==> config.mk <==
export PLATFORM = sky130hd
export DESIGN_NAME = fb_capture_writer
export DESIGN_NICKNAME = d
export VERILOG_FILES = /design/src/rtl/fb_capture_pkg.sv /design/src/rtl/rgb565_to_rgb888.sv /design/src/rtl/fb_capture_writer.sv
export SDC_FILE = /design/constraint.sdc
export NUM_CORES = 1
export LEC_CHECK = 0
export CORE_MARGIN = 4
export CORE_UTILIZATION = 50
export CTS_BUF_LIST = sky130_fd_sc_hd__clkbuf_16
export CTS_CLUSTER_SIZE = 20
export DETAILED_ROUTE_END_ITERATION = 12
export PLACE_DENSITY_LB_ADDON = 0.25
export SYNTH_ARGS = -nofsm -noshare
export SYNTH_HDL_FRONTEND = slang
export SYNTH_SLANG_ARGS = --single-unit
==> constraint.sdc <==
create_clock -name piul1Clock -period 2.9 [get_ports piul1Clock]
set_input_delay 0.58 -clock piul1Clock [delete_from_list [all_inputs] [get_ports piul1Clock]]
set_output_delay 0.58 -clock piul1Clock [all_outputs]
set_load 0.005 [all_outputs]
==> src/rtl/fb_capture_pkg.sv <==
// Shared types and geometry for the camera capture path and the VGA output stage.
package fb_capture_pkg;

  localparam int SRC_WIDTH  = 640;
  localparam int SRC_HEIGHT = 480;
  localparam int FB_WIDTH   = 320;
  localparam int FB_HEIGHT  = 240;
  localparam int FB_DEPTH   = 76800;

  typedef enum logic [1:0] {
    ST_IDLE      = 2'd0,
    ST_WAIT_LINE = 2'd1,
    ST_CAPTURE   = 2'd2,
    ST_FRAME_END = 2'd3
  } captureState_t;

  typedef struct packed {
    logic [7:0] red;
    logic [7:0] green;
    logic [7:0] blue;
  } pixel888_t;

endpackage

==> src/rtl/rgb565_to_rgb888.sv <==
// Combinational RGB565 -> RGB888 expander; low bits replicate the MSBs so full scale maps to 0xFF.
module rgb565_to_rgb888
  import fb_capture_pkg::*;
(
  input  logic [15:0] rgb565,
  output pixel888_t   rgb888
);

  assign rgb888.red   = {rgb565[15:11], rgb565[15:13]};
  assign rgb888.green = {rgb565[10:5],  rgb565[10:9]};
  assign rgb888.blue  = {rgb565[4:0],   rgb565[4:2]};

endmodule

==> src/rtl/fb_capture_writer.sv <==
// Captures RGB565 camera frames, decimates 2:1 in both axes and writes RGB888 into the frame buffer.
// Handshake: VSync/HRef/Data are acted on only in cycles where ByteValid=1; there is no back-pressure.
module fb_capture_writer #(
  parameter int SRC_WIDTH  = fb_capture_pkg::SRC_WIDTH,
  parameter int SRC_HEIGHT = fb_capture_pkg::SRC_HEIGHT,
  parameter int FB_WIDTH   = fb_capture_pkg::FB_WIDTH
) (
  input  logic        piul1Clock,
  input  logic        piul1Reset_n,
  input  logic        piul1Enable,
  input  logic        piul1ByteValid,
  input  logic        piul1VSync,
  input  logic        piul1HRef,
  input  logic [7:0]  piul8Data,
  output logic        poul1WriteEnable,
  output logic [16:0] poul17WriteAddress,
  output logic [23:0] poul24WriteData,
  output logic        poul1FrameDone,
  output logic        poul1FrameError,
  output logic        poul1Busy,
  output logic [1:0]  poul2State
);

  fb_capture_pkg::captureState_t state;
  fb_capture_pkg::pixel888_t     pixel888;

  logic        prevVSync, prevHRef, bytePhase, errorFlag;
  logic [7:0]  firstByte;
  logic [9:0]  col;
  logic [8:0]  row;
  logic [16:0] rowBase;
  logic        vsRise, vsFall, hrRise, hrFall, rowFull, colFull;

  // Edges are measured against the previous valid sample, not the previous clock.
  assign vsRise  = piul1ByteValid &&  piul1VSync && !prevVSync;
  assign vsFall  = piul1ByteValid && !piul1VSync &&  prevVSync;
  assign hrRise  = piul1ByteValid &&  piul1HRef  && !prevHRef;
  assign hrFall  = piul1ByteValid && !piul1HRef  &&  prevHRef;
  assign rowFull = (row == 9'(SRC_HEIGHT));
  assign colFull = (col == 10'(SRC_WIDTH));

  rgb565_to_rgb888 uExpand (
    .rgb565 ({firstByte, piul8Data}),
    .rgb888 (pixel888)
  );

  assign poul1Busy  = (state == fb_capture_pkg::ST_WAIT_LINE) || (state == fb_capture_pkg::ST_CAPTURE);
  assign poul2State = state;

  always_ff @(posedge piul1Clock) begin
    if (!piul1Reset_n) begin
      state              <= fb_capture_pkg::ST_IDLE;
      prevVSync          <= 1'b0;
      prevHRef           <= 1'b0;
      bytePhase          <= 1'b0;
      errorFlag          <= 1'b0;
      firstByte          <= 8'd0;
      col                <= 10'd0;
      row                <= 9'd0;
      rowBase            <= 17'd0;
      poul1WriteEnable   <= 1'b0;
      poul17WriteAddress <= 17'd0;
      poul24WriteData    <= 24'd0;
      poul1FrameDone     <= 1'b0;
      poul1FrameError    <= 1'b0;
    end else begin
      poul1WriteEnable <= 1'b0;
      poul1FrameDone   <= 1'b0;
      poul1FrameError  <= 1'b0;
      if (piul1ByteValid) begin
        prevVSync <= piul1VSync;
        prevHRef  <= piul1HRef;
      end
      case (state)
        fb_capture_pkg::ST_IDLE: begin
          if (vsFall && piul1Enable) begin
            state     <= fb_capture_pkg::ST_WAIT_LINE;
            row       <= 9'd0;
            col       <= 10'd0;
            rowBase   <= 17'd0;
            bytePhase <= 1'b0;
            errorFlag <= 1'b0;
          end
        end
        fb_capture_pkg::ST_WAIT_LINE, fb_capture_pkg::ST_CAPTURE: begin
          if (vsRise) begin
            // Done/Error registered here so they coincide with the FRAME_END cycle.
            state           <= fb_capture_pkg::ST_FRAME_END;
            poul1FrameDone  <= 1'b1;
            poul1FrameError <= errorFlag || !rowFull || (state == fb_capture_pkg::ST_CAPTURE);
          end else if (state == fb_capture_pkg::ST_WAIT_LINE) begin
            if (hrRise && !piul1VSync) begin
              state     <= fb_capture_pkg::ST_CAPTURE;
              col       <= 10'd0;
              bytePhase <= 1'b1;
              firstByte <= piul8Data;
              if (rowFull) errorFlag <= 1'b1;
            end
          end else if (hrFall) begin
            state     <= fb_capture_pkg::ST_WAIT_LINE;
            bytePhase <= 1'b0;
            if (bytePhase || !colFull) errorFlag <= 1'b1;
            if (!rowFull) begin
              row <= row + 9'd1;
              if (!row[0]) rowBase <= rowBase + 17'(FB_WIDTH);
            end
          end else if (piul1ByteValid && piul1HRef) begin
            if (!bytePhase) begin
              firstByte <= piul8Data;
              bytePhase <= 1'b1;
            end else begin
              bytePhase <= 1'b0;
              if (colFull || rowFull) begin
                errorFlag <= 1'b1;
              end else begin
                col <= col + 10'd1;
                if (!col[0] && !row[0]) begin
                  poul1WriteEnable   <= 1'b1;
                  poul17WriteAddress <= rowBase + 17'(col[9:1]);
                  poul24WriteData    <= pixel888;
                end
              end
            end
          end
        end
        fb_capture_pkg::ST_FRAME_END: begin
          errorFlag <= 1'b0;
          state     <= fb_capture_pkg::ST_IDLE;
        end
        default: state <= fb_capture_pkg::ST_IDLE;
      endcase
    end
  end

endmodule

==> impl.org, run 1 <==
** Outcome
- Outcome :: finished clean

** Yosys
- Number of cells produced by synthesis :: 457
- Cell area after technology mapping :: 0.00408 mm²
- The synthesized design contains 80 register bits.
- Count of flip-flops with a built-in enable after synthesis :: 0
- After synthesis, the share of flip-flops with an asynchronous set or reset is 0%.
- For this run, the number of Yosys warnings is 0.
- Dividing the synthesized area by the synthesized cell count gives 8.94 µm².
- Counting every net in the synthesized netlist gives 484.
- For this run, the leading register cell type out of synthesis is sky130_fd_sc_hd__dfxtp_1.
- Synthesis instantiated 60 different standard cells from the library.
- Sequential cell area fraction in the yosys report :: 39.2%

** Global routing
- GR Util met2 :: 33.6%
- Global-route usage over all layers :: 19.6%
- For this run the aggregate overflow at the end of global routing stands at 0.
- The first global-routing pass estimated 15,800 µm of wire.
- Met3 Use GR :: 2.79%
- Entering global routing, the biggest net connects 42 pins.
- GR Util met1 :: 24.9%
- Initial antenna violation count :: 0
- After global routing, the most crowded layer is met2.
- The via count of the first global-routing pass came to 3,371.

** Clock tree
- After clock tree synthesis, the setup repair step added 0 buffers.
- After clock tree synthesis, the clock-pin slew on the worst setup and hold paths is 0.06 ns.
- Root buf cell :: sky130_fd_sc_hd__clkbuf_16
- Number of CTS-inserted buffers :: 9
- TritonCTS built the clock tree.
- Bufs on Longest Clock Path :: 2
- Clock latency on the worst-skew pair :: 0.34 ns
- Number of hold buffers added after CTS :: 0
- In this run the number of H-tree levels came out at 3.
- Sink Count :: 80
- Post-CTS repair changed the size of 0 cells.

** Floorplanning
- The die covers 0.00968 mm².
- Row count :: 32
- I/O pin total :: 61
- Chip Height :: 98.4 µm
- Area of the core :: 0.00785 mm²
- The die is 98.4 µm wide.
- Initial core utilization :: 52.0%

** Drt
- TritonRoute pass-1 iters :: 4
- Vias after detailed routing :: 3,566
- In the routed design, unresolved DRC markers number 0.
- Final routed wire length divided by cell count :: 15.2 µm
- DR vias/cell :: 5.77
- The routed design has 9420 µm of wire.
- In this run, the number of DRC markers left after iteration 0 of detailed routing was 161.
- In this run the remaining antenna-violating nets after routing total 0.

** STA
- Once routing completed, OpenROAD measured the worst setup slack at 0.296 ns.
- Final TNS setup :: 0 ns
- Maximum frequency from static timing analysis :: 384 MHz
- Max_slew headroom :: 48.0%
- The smallest clock period supported by the final layout is computed as 2.60 ns.
- Final hold violation count :: 0
- The number of pins with negative max-slew slack in the final report came to 0.
- Final worst path period share :: 89.8%
- Unrepaired setup endpoints after global routing :: false
- Post-route worst hold slack :: 0.472 ns
- Between clock sinks in the finished design, the worst skew comes to 0.00597 ns.
- # setup viols final :: 0
- Worst Tran Pin Value :: 0.780 ns

** Worst setup path
- Among all stages on the critical path, the largest delay is contributed by sky130_fd_sc_hd__clkdlybuf4s50_1.
- Ordered list of cells on the worst path :: inv_1 -> ha_1 -> buf_4 -> clkdlybuf4s50_1
- For this run, the slowest stage of the critical path takes 0.53 ns.
- Biggest fanout along the worst timing path :: 12
- CP delay by family, top :: buffers and inverters
- STA puts the critical path data arrival time at 2.02 ns.
- Critical Path Sink Type :: output pin
- Required time reported for the critical path endpoint :: 2.32 ns
- CP Class :: register to output pin
- Critical path launch point type :: register
- Together, buffers and inverters on the worst path number 3.

** Power and ir drop
- PwrDens :: 467 mW/mm²
- Pleak :: 1.73 nW
- Tot Pwr :: 2.37 mW
- Worst ir drop on vdd :: 386 µV

** Place
- Dpl ws :: 0.0557 ns
- The HPWL after detailed placement is 6710 µm.
- Final weighted congestion in routability-driven placement :: 0.959
- Port buffering added 60 buffers.
- Counting tap cells, the placed design contains a total of 602 instances.

** Cells and area
- In the final layout, the share of cells above drive strength 1 is 9.11%.
- The finished layout holds 618 standard cells, fillers aside.
- Antenna cell count :: 0
- Area grow syn2layout :: 24.3%
- For this run, the post-layout net count is 538.

** Job
- The tool flagged a number of max-cap violations equal to 0.

** Worst hold path
- In this run the worst hold path is classified as register to register.
## routing by layer
layer	vias up	wire length (µm)
met5	-	0
met2	70	4680
met1	1691	4260
met3	13	315
li1	1792	-
met4	0	163
## synthesized netlist by cell type, types with 3 or more instances
master / count / share of area (%)
sky130_fd_sc_hd__nor4_1: 6 / 0.92
sky130_fd_sc_hd__a21oi_1: 34 / 4.2
sky130_fd_sc_hd__nand4b_1: 4 / 0.86
sky130_fd_sc_hd__clkbuf_1: 18 / 1.7
sky130_fd_sc_hd__inv_1: 13 / 1.2
sky130_fd_sc_hd__or3_1: 3 / 0.46
sky130_fd_sc_hd__nor3_1: 4 / 0.49
sky130_fd_sc_hd__o41ai_1: 4 / 0.86
sky130_fd_sc_hd__nand3_1: 13 / 1.6
sky130_fd_sc_hd__o211ai_1: 4 / 0.74
sky130_fd_sc_hd__nand3b_1: 3 / 0.55
sky130_fd_sc_hd__dfxtp_1: 80 / 39
sky130_fd_sc_hd__o31ai_1: 16 / 2.9
sky130_fd_sc_hd__buf_2: 4 / 0.49
sky130_fd_sc_hd__nand2_1: 26 / 2.4
sky130_fd_sc_hd__and2_1: 4 / 0.61
sky130_fd_sc_hd__xnor2_1: 6 / 1.3
sky130_fd_sc_hd__mux2i_1: 36 / 8.8
sky130_fd_sc_hd__buf_4: 9 / 1.7
sky130_fd_sc_hd__o21ai_0: 15 / 1.8
sky130_fd_sc_hd__xor2_1: 4 / 0.86
sky130_fd_sc_hd__nand4_1: 9 / 1.4
sky130_fd_sc_hd__nor2_1: 53 / 4.9
sky130_fd_sc_hd__nor2b_1: 3 / 0.46
sky130_fd_sc_hd__buf_6: 4 / 1.1
sky130_fd_sc_hd__a211oi_2: 7 / 2.1
sky130_fd_sc_hd__ha_1: 13 / 4.0
sky130_fd_sc_hd__or4_1: 18 / 3.3
sky130_fd_sc_hd__a211oi_1: 3 / 0.55
## cells by family (layout without fill, tap and decap cells)
kind of cell	after synthesis	count (layout)	synth area share, %
fa+ha+maj	13	13	3.98
buf+inv	49	108	6.19
compound gates	104	104	17.6
flops	80	80	39.2
simple gates	164	164	21.8
mux	37	37	9.10
xor+xnor	10	10	2.14
## final timing paths
| check | end | cells past startpoint | slack (ns) | startpoint |
|---|---|---|---|---|
| worst max register to register | poul17WriteAddress[9]$_SDFFE_PN0P_ | 8 | 0.32 | poul2State[0]$_SDFFE_PN0P_ |
| worst max-delay path | poul1Busy | 4 | 0.30 | poul2State[0]$_SDFFE_PN0P_ |
| worst min register to register | row[8]$_SDFFE_PN0P_ | 2 | 0.47 | row[8]$_SDFFE_PN0P_ |
| worst min-delay path | row[8]$_SDFFE_PN0P_ | 2 | 0.47 | row[8]$_SDFFE_PN0P_ |
## flip-flops by register name, summed over array words and instances, names as in the netlist
| name | flops |
|---|---|
| firstByte | 8 |
| bytePhase | 1 |
| rowBase | 11 |
| poul24WriteData | 16 |
| poul1FrameDone | 1 |
| prevVSync | 1 |
| poul1FrameError | 1 |
| poul17WriteAddress | 17 |
| col | 10 |
| errorFlag | 1 |
| prevHRef | 1 |
| poul1WriteEnable | 1 |
| row | 9 |
| poul2State | 2 |
## worst register-to-register path: stages, from the launching register on
cell and delay (ns):
sky130_fd_sc_hd__dfxtp_1 0.40, sky130_fd_sc_hd__inv_1 0.11, sky130_fd_sc_hd__ha_1 0.42, sky130_fd_sc_hd__nand3_1 0.14
sky130_fd_sc_hd__or4b_4 0.56, sky130_fd_sc_hd__nor3_4 0.22, sky130_fd_sc_hd__buf_12 0.27, sky130_fd_sc_hd__mux2i_1 0.27
sky130_fd_sc_hd__nor2_1 0.07
## area by class of cell
type                            count  area (µm²)
Timing Repair Buffer               78         761
Inverter                           14        52.6
Fill cell                         683        2770
Tap cell                          102         128
Multi-Input combinational cell    328        2230
Clock inverter                      7        78.8
Clock buffer                        9         225
Sequential cell                    80        1600
## stage by stage
stage	instance area, µm²	util, %
floorplan	4080	-
global placement	4770	60.8
detailed placement	4770	60.8
CTS	5080	64.7
global route	5080	64.7
finish	5080	64.7
## layout by cell type, fill, tap and decap left out, types with 3 or more instances in the layout
| master | n |
|---|---|
| sky130_fd_sc_hd__dfxtp_1 | 80 |
| sky130_fd_sc_hd__clkdlybuf4s50_1 | 60 |
| sky130_fd_sc_hd__nor2_1 | 53 |
| sky130_fd_sc_hd__mux2i_1 | 36 |
| sky130_fd_sc_hd__a21oi_1 | 34 |
| sky130_fd_sc_hd__nand2_1 | 26 |
| sky130_fd_sc_hd__or4_1 | 18 |
| sky130_fd_sc_hd__o31ai_1 | 16 |
| sky130_fd_sc_hd__buf_4 | 16 |
| sky130_fd_sc_hd__o21ai_0 | 15 |
| sky130_fd_sc_hd__inv_1 | 13 |
| sky130_fd_sc_hd__nand3_1 | 13 |
| sky130_fd_sc_hd__ha_1 | 13 |
| sky130_fd_sc_hd__nand4_1 | 9 |
| sky130_fd_sc_hd__clkbuf_16 | 9 |
| sky130_fd_sc_hd__a211oi_2 | 7 |
| sky130_fd_sc_hd__nor4_1 | 6 |
| sky130_fd_sc_hd__xnor2_1 | 6 |
| sky130_fd_sc_hd__o211ai_1 | 4 |
| sky130_fd_sc_hd__o41ai_1 | 4 |
| sky130_fd_sc_hd__nand4b_1 | 4 |
| sky130_fd_sc_hd__xor2_1 | 4 |
| sky130_fd_sc_hd__nor3_1 | 4 |
| sky130_fd_sc_hd__and2_1 | 4 |
| sky130_fd_sc_hd__or3_1 | 3 |
| sky130_fd_sc_hd__a211oi_1 | 3 |
| sky130_fd_sc_hd__nor2b_1 | 3 |
| sky130_fd_sc_hd__nand3b_1 | 3 |
## where the power goes
part / switching (mW) / internal (mW) / leakage [nW]
logic: 0.0655 / 0.0515 / 0.942
registers: 0.00593 / 1.10 / 0.645
clock network: 0.470 / 0.675 / 0.146
total: 0.541 / 1.83 / 1.73
No activity file was read; power rests on OpenSTA's default activity.
==> run 2: changes to the inputs <==
--- a/config.mk
+++ b/config.mk
@@ -6,11 +6,12 @@
 export NUM_CORES = 1
 export LEC_CHECK = 0
 export CORE_MARGIN = 4
-export CORE_UTILIZATION = 50
+export CORE_UTILIZATION = 30
 export CTS_BUF_LIST = sky130_fd_sc_hd__clkbuf_16
 export CTS_CLUSTER_SIZE = 20
 export DETAILED_ROUTE_END_ITERATION = 12
 export PLACE_DENSITY_LB_ADDON = 0.25
+export SETUP_SLACK_MARGIN = 0.5
 export SYNTH_ARGS = -nofsm -noshare
 export SYNTH_HDL_FRONTEND = slang
 export SYNTH_SLANG_ARGS = --single-unit
==> constraint.sdc (replaced) <==
create_clock -name piul1Clock -period 3.3 [get_ports piul1Clock]
set_input_delay 0.66 -clock piul1Clock [delete_from_list [all_inputs] [get_ports piul1Clock]]
set_output_delay 0.66 -clock piul1Clock [all_outputs]
set_load 0.005 [all_outputs]
==> run 2 against run 1 <==
Critical path depth increased by 3. Register-to-register slack improved by 0.41 ns. Sequential share of layout area decreased by 0.35 points. Combinational power decreased by 17%. Utilization decreased by 26 points. Via count decreased by 1.6%. Worst hold slack improved by 0.022 ns. Count of clock-buffer cells in the layout unchanged. Critical path type is now primary input to register. Highest routed layer unchanged.
==> impl.org, run 2 (synthesis gave the netlist of run 1 again) <==
** Cells and area
- The area growth from synthesis to layout is 25.7%.
- Leaving out fill and tap cells, the most frequent cell in the layout is sky130_fd_sc_hd__dfxtp_1.
- The register with the most flip-flops in the final layout is poul17WriteAddress.
- The largest registers in the layout are poul17WriteAddress (17), poul24WriteData (16), rowBase (11).
- Share of post-route cells with drive strength above 1 :: 8.45% (-0.66 points)
- The top cell types in the final layout, fill and taps aside, are sky130_fd_sc_hd__dfxtp_1 (80), sky130_fd_sc_hd__clkdlybuf4s50_1 (60), sky130_fd_sc_hd__nor2_1 (53), sky130_fd_sc_hd__mux2i_1 (36), sky130_fd_sc_hd__a21oi_1 (34).
- Antenna cell count :: 0 (unchanged)
- Number of flip-flops in the largest register :: 17 (unchanged)
- The final-stage net count came to 531 (-1.3%).

** Worst setup path
- The maximum single-stage delay on the critical path came to 0.58 ns (+0.05 ns).
- By startpoint and endpoint, the worst setup path is classified as primary input to register.
- Highest-delay cell along the critical path :: sky130_fd_sc_hd__clkdlybuf4s50_1
- Required time reported for the critical path endpoint :: 3.52 ns (+1.20 ns)
- The cell family contributing the most delay on the critical path is simple AND/OR/NAND/NOR gates.
- Biggest fanout along the worst timing path :: 41 (+29)
- STA classifies the critical path endpoint as a register.
- Buffer and inverter count on the worst path :: 2 (-1)
- Ordered list of cells on the worst path :: clkdlybuf4s50_1 -> and3b_1 -> or4b_4 -> nor3_4 -> buf_12 -> mux2i_1 -> nor2_1
- Data arrival at the endpoint of the critical path :: 2.89 ns (+0.87 ns)
- Critical path launch point type :: primary input

** Global routing
- Remaining Overflow, GRT :: 0 (unchanged)
- Vias in the first global route :: 3,353 (-0.53%)
- The overall global routing resource usage came to 12.6% (-7.0 points).
- The initial antenna violation count came to 0 (unchanged).
- The wire length of the first global-routing pass was 16,500 µm (+4.0%).
- Largest net degree at the start of global routing :: 42 (unchanged)

** STA
- Final worst path period share :: 81.0%
- Max_slew headroom :: 45.2% (-2.9 points)
- The number of pins with negative max-slew slack in the final report came to 0 (unchanged).
- Worst Tran Pin Value :: 0.822 ns (+0.0428 ns)
- Setup repair after global routing left no endpoint under its margin.
- The final worst hold slack was 0.494 ns (+0.0218 ns).
- Final TNS setup :: 0 ns (unchanged)
- Setup clock skew after layout :: 0.00421 ns (-0.00176 ns)
- # setup viols final :: 0 (unchanged)
- The final count of hold timing violations came to 0 (unchanged).
- Final worst path period need :: 2.67 ns
- Maximum frequency from static timing analysis :: 374 MHz

** Clock tree
- The total of hold buffers inserted after clock tree synthesis is 0 (unchanged).
- The clock slew at the register clock pins of the worst setup and hold paths is 0.06 ns (about the same).
- Root buf cell :: sky130_fd_sc_hd__clkbuf_16
- Clock H-tree levels :: 3 (unchanged)
- The number of buffers created by CTS is 9 (unchanged).
- Bufs on Longest Clock Path :: 2 (unchanged)
- Clock tree from TritonCTS :: built
- The post-CTS setup buffer count was 0 (unchanged).
- Clock latency on the worst-skew pair :: 0.34 ns (about the same)
- The clock sink count was 80 (unchanged).
- Post-cts repair resize count :: 0 (unchanged)

** Power and ir drop
- PwrDens :: 413 mW/mm² (-12%)
- Clk network pwr share :: 49.4% (+1.1 points)
- Share of total power in sequential cells :: 46.0% (-0.8 points)
- Switching share of total power :: 23.9% (+1.1 points)
- The static leakage is 1.70 nW (-1.6%).
- The internal power contribution came to 1.61 mW (-12%).
- Psw :: 0.506 mW (-6.4%)
- The maximum vdd drop was 216 µV (-44%).
- Combinational share of power :: 4.6% (-0.3 points)

** Drt
- DR vias/cell :: 5.12 (-11%)
- The post-detailed-route count of antenna-violating nets is 0 (unchanged).
- Vias after detailed routing :: 3,508 (-1.6%)
- The detailed router's first-iteration violation count was 175 (+8.7%).
- DRC violation count after routing :: 0 (unchanged)
- The number of iterations in the first detailed-routing pass was 5 (+1).
- Final routed wire length divided by cell count :: 14.2 µm (-6.9%)
- Sum of routed wire length over all layers :: 9720 µm (+3.2%)

** Floorplanning
- The floorplan die width was 125 µm (+27%).
- Area of the core :: 0.0133 mm² (+69%)
- Overall die area :: 0.0155 mm² (+61%)
- I/O pin total :: 61 (unchanged)
- The number of placement rows was 42 (+31%).
- Initial core utilization :: 30.7% (-21 points)
- The die boundary height came to 125 µm (+27%).

** Outcome
- The run finished with clean final reports.

** Job
- Max cap viols :: 0 (unchanged)

** Place
- The placer's final routability congestion estimate came to 0.839 (-12%).
- The detailed placement HPWL came to 6930 µm (+3.3%).
- The number of port buffers came to 60 (unchanged).

** Worst hold path
- The min-delay analysis places its worst path in the category register to register.
## run 2: cell count changes in the layout (fill, tap and decap cells not counted), sizes merged
cell,change
inv,+2
buf,-7
clkinv,-2
## run 2: area by class of cell
class,instances,area (µm²)
clock inverter,7,86.3
timing repair buffer,71,708
fill,1324,8160
sequential,80,1600
clock buffer,9,225
tap,176,220
inverter,14,52.6
multi-input combinational,328,2240
## run 2: worst reg2reg max path, cell delays in order, from the launching register on
cell and delay (ns):
sky130_fd_sc_hd__dfxtp_1 0.41, sky130_fd_sc_hd__inv_1 0.11, sky130_fd_sc_hd__ha_2 0.41, sky130_fd_sc_hd__and2b_1 0.22
sky130_fd_sc_hd__nand2_1 0.17, sky130_fd_sc_hd__a221o_1 0.39, sky130_fd_sc_hd__buf_12 0.17, sky130_fd_sc_hd__or4_1 0.47
sky130_fd_sc_hd__a21oi_1 0.16
## run 2: power groups by stage
stage	logic, mW	clock network, mW	registers (mW)
after floorplan	0.0570	0	0.993
after global placement	0.0961	0	0.996
after detailed placement	0.0969	0	0.996
after CTS	0.0973	1.08	0.973
after global routing	0.109	1.12	0.974
final	0.0976	1.05	0.974
## run 2: final timing paths
| check | from | end | slack (ns) | cells after the start |
|---|---|---|---|---|
| worst max-delay path | piul1VSync | poul17WriteAddress[9]$_SDFFE_PN0P_ | 0.63 | 7 |
| worst min-delay path | rowBase[16]$_SDFFE_PN0P_ | rowBase[16]$_SDFFE_PN0P_ | 0.49 | 2 |
| worst max register to register | poul2State[0]$_SDFFE_PN0P_ | rowBase[15]$_SDFFE_PN0P_ | 0.73 | 8 |
| worst min register to register | rowBase[16]$_SDFFE_PN0P_ | rowBase[16]$_SDFFE_PN0P_ | 0.49 | 2 |
## run 2: layer usage
layer	vias up	global-route usage (%)	routed length [µm]
met5	-	0	0
met4	0	4.45	118
met3	5	2.83	248
met2	45	20.7	4790
met1	1682	16.4	4560
li1	1776	-	-
## run 2: metrics by stage
stage          setup WS [ns]  power [mW]  instance area (µm²)  utilization (%)  std cells
4_1_cts                0.586        2.15                 5120             38.5        685
3_3_place_gp           0.340        1.09                 4810             36.2        669
5_1_grt                0.526        2.20                 5130             38.6        685
3_5_place_dp           0.295        1.09                 4810             36.2        669
6_report               0.628        2.12                 5130             38.6        685
2_1_floorplan          0.852        1.05                 4080                -        457
==> run 3: changes to the inputs <==
==> constraint.sdc (replaced) <==
create_clock -name piul1Clock -period 2.48 [get_ports piul1Clock]
set_input_delay 0.496 -clock piul1Clock [delete_from_list [all_inputs] [get_ports piul1Clock]]
set_output_delay 0.496 -clock piul1Clock [all_outputs]
set_load 0.005 [all_outputs]
==> run 3 against run 2 <==
Count of clock-buffer cells in the layout unchanged. Register-to-register slack got worse by 0.55 ns. Total power grew 41%. Worst hold slack improved by 0.0026 ns. Clock power grew 41%. Largest cell class unchanged. Die area unchanged. Critical endpoint is now rowBase[6]$_SDFFE_PN0P_. Utilization rose by 9.7 points. Setup slack got worse by 0.45 ns. Sequential cell count stayed put. Clock skew increased by 0.0031 ns. Sequential power increased by 32%.
==> impl.org, run 3 (synthesis gave the netlist of run 1 again) <==
** Outcome
- Outcome :: finished clean

** Clock tree
- Clock H-tree levels :: 3 (unchanged)
- Root buf cell :: sky130_fd_sc_hd__clkbuf_16
- The clock slew at the register clock pins of the worst setup and hold paths is 0.06 ns (about the same).
- Sink Count :: 80 (unchanged)
- Clock tree from TritonCTS :: built
- The total of hold buffers inserted after clock tree synthesis was 0 (unchanged).
- Number of CTS-inserted buffers :: 9 (unchanged)
- The clock tree buffer depth is 2 (unchanged).
- The clock latency at the later pin of the worst-skew pair was 0.35 ns (about the same).

** STA
- The number of failing setup endpoints in the final timing report is 0 (unchanged).
- Worst Tran Pin Value :: 0.644 ns (-0.178 ns)
- The setup skew after layout came to 0.00728 ns (+0.00307 ns).
- Final worst path period need :: 2.30 ns
- Setup repair after global routing could not meet its margin everywhere.
- The worst slew margin relative to its limit was 56.6% (+11 points).
- Maximum frequency from static timing analysis :: 434 MHz
- Total count of max-transition violations in the final report :: 0 (unchanged)
- The final count of hold timing violations was 0 (unchanged).
- Final WS setup :: 0.175 ns (-0.453 ns)
- Final worst path period share :: 92.9%

** Floorplanning
- The placeable core region came to 0.0133 mm² (unchanged).
- Chip Height :: 125 µm (unchanged)
- The initial core utilization was 30.7% (unchanged).
- Row count :: 42 (unchanged)
- Overall die area :: 0.0155 mm² (unchanged)
- I/O pin total :: 61 (unchanged)
- The floorplan die width is 125 µm (unchanged).

** Drt
- Sum of routed wire length over all layers :: 12,800 µm (+32%)
- The number of iterations in the first detailed-routing pass is 4 (-1).
- The detailed-route DRC error count was 0 (unchanged).
- Iter 0 DRT Violations :: 262 (+50%)
- The count of vias placed by the detailed router was 4,020 (+15%).
- The routed via count divided by cell count is 5.30 (+3.4%).
- The detail-routed net length per standard cell is 16.9 µm (+19%).
- ANT nets after route :: 0 (unchanged)

** Job
- The max-capacitance violation count came to 0 (unchanged).

** Cells and area
- Share of post-route cells with drive strength above 1 :: 31.6% (+23 points)
- The fill cell total of the finished layout is 1,228 (-7.3%).
- Number of flip-flops in the largest register :: 17 (unchanged)
- The register with the most flip-flops in the final layout is poul17WriteAddress.
- Final cell count without fillers :: 759 (+11%)
- Most frequent cells in the layout :: sky130_fd_sc_hd__dfxtp_1 (74), sky130_fd_sc_hd__clkdlybuf4s50_1 (57), sky130_fd_sc_hd__buf_4 (48), sky130_fd_sc_hd__nor2_1 (47), sky130_fd_sc_hd__mux2i_1 (36)
- Combined area of the multi-input logic cells :: 0.00263 mm² (+17%)
- Final Net Count :: 605 (+14%)
- The diode insertion count for antenna repair was 0 (unchanged).
- Commonest non-fill, non-tap cell in the layout :: sky130_fd_sc_hd__dfxtp_1
- Relative to the synthesized area, the layout overhead comes to 57.2%.
- The sequential standard cell area is 0.00161 mm² (+0.63%).
- The post-route cell area came to 0.00642 mm² (+25%).
- Top Registers :: poul17WriteAddress (17), poul24WriteData (16), rowBase (11)

** Worst setup path
- Data arrival at the endpoint of the critical path :: 2.59 ns (-0.30 ns)
- Required time reported for the critical path endpoint :: 2.76 ns (-0.76 ns)
- CP Class :: register to register
- Biggest fanout along the worst timing path :: 25 (-39%)
- Worst reg-to-reg setup slack :: 0.18 ns (-0.55 ns)
- The worst setup path is captured at a register.
- Critical path launch point type :: register

** Global routing
- Vias in the first global route :: 3,900 (+16%)
- The total grt overflow is 0 (unchanged).
- The initial antenna violation count came to 0 (unchanged).
- The overall global routing resource usage was 14.9% (+2.3 points).
- Largest net degree at the start of global routing :: 35 (-17%)
- First-pass GRT wire length :: 19,400 µm (+18%)

** Place
- Dpl ws :: -0.307 ns (-0.602 ns)
- The area of placed instances is 0.00513 mm² (+6.7%).
- Final weighted congestion in routability-driven placement :: 0.880 (+4.9%)
- PortBufs :: 60 (unchanged)
- Detailed placement HPWL :: 7280 µm (+5.0%)
- The count of placed standard cells including taps came to 697 (+4.2%).

** Power and ir drop
- The maximum vdd drop came to 396 µV (+84%).
- Pleak :: 2.23 nW (+31%)
- PwrDens :: 465 mW/mm² (+13%)

** Worst hold path
- The path class of the tightest hold or removal check is register to register.
==> run 3: cell types whose count changed in the layout (fill, tap and decap cells not counted), sizes merged <==
cell	delta
clkdlybuf4s15	+1
dlygate4sd2	+1
bufinv	+1
o21ai	+2
inv	-1
buf	+70
clkbuf	+3
clkdlybuf4s50	-3
==> run 3: where the power goes <==
part	leakage, nW	switching [mW]	internal [mW]
sequential	0.648	0.00608	1.29
combinational	1.43	0.113	0.101
clock	0.158	0.583	0.894
==> run 3: final cells by class <==
class	count	area share, %
clock buffers	9	3.51
inverters	14	0.896
multi-input cells	330	40.9
repair buffers	143	24.6
clock inverters	7	1.58
flip-flops and latches	80	25.1
well taps	176	3.43
==> run 3: worst paths after layout <==
check / depth (start not counted) / startpoint / end
worst min-delay path: 2 / poul24WriteData[12]$_SDFFE_PN0P_ / poul24WriteData[12]$_SDFFE_PN0P_
worst max-delay path: 10 / poul2State[1]$_SDFFE_PN0P_ / rowBase[6]$_SDFFE_PN0P_
worst min register to register: 2 / poul24WriteData[12]$_SDFFE_PN0P_ / poul24WriteData[12]$_SDFFE_PN0P_
worst max register to register: 10 / poul2State[1]$_SDFFE_PN0P_ / rowBase[6]$_SDFFE_PN0P_
==> run 3: routing by layer <==
layer | up-vias | routed length [µm] | global-route usage, %
met4 | 0 | 267 | 6.19
met2 | 96 | 6440 | 24.8
met5 | - | 0 | 0
met1 | 1978 | 5600 | 19.0
met3 | 23 | 480 | 2.74
li1 | 1923 | - | -
==> run 3: through the flow <==
step	power, mW	hold WS, ns	TNS [ns]	util [%]
finish	2.99	0.497	0	48.3
global placement	1.48	0.458	-12.07	38.6
global route	3.09	0.521	0	48.3
floorplan	1.40	0.442	0	-
detailed placement	1.48	0.478	-14.51	38.6
CTS	2.98	0.486	0	44.5
==> run 3: repair_timing <==
action | in CTS | in global routing
setup endpoints to repair | 67 | 67
gates cloned | 7 | 3
resized for setup | 34 | 73
pin swaps | 25 | 26
setup buffers | 18 | 18
==> run 3: critical path: stages (launching register included) <==
cell	delay, ns
sky130_fd_sc_hd__dfxtp_2	0.36
sky130_fd_sc_hd__inv_4	0.05
sky130_fd_sc_hd__ha_4	0.29
sky130_fd_sc_hd__buf_6	0.10
sky130_fd_sc_hd__and2b_4	0.20
sky130_fd_sc_hd__nand2_4	0.07
sky130_fd_sc_hd__a221o_1	0.39
sky130_fd_sc_hd__buf_12	0.17
sky130_fd_sc_hd__buf_4	0.15
sky130_fd_sc_hd__or3_1	0.33
sky130_fd_sc_hd__a21oi_2	0.13
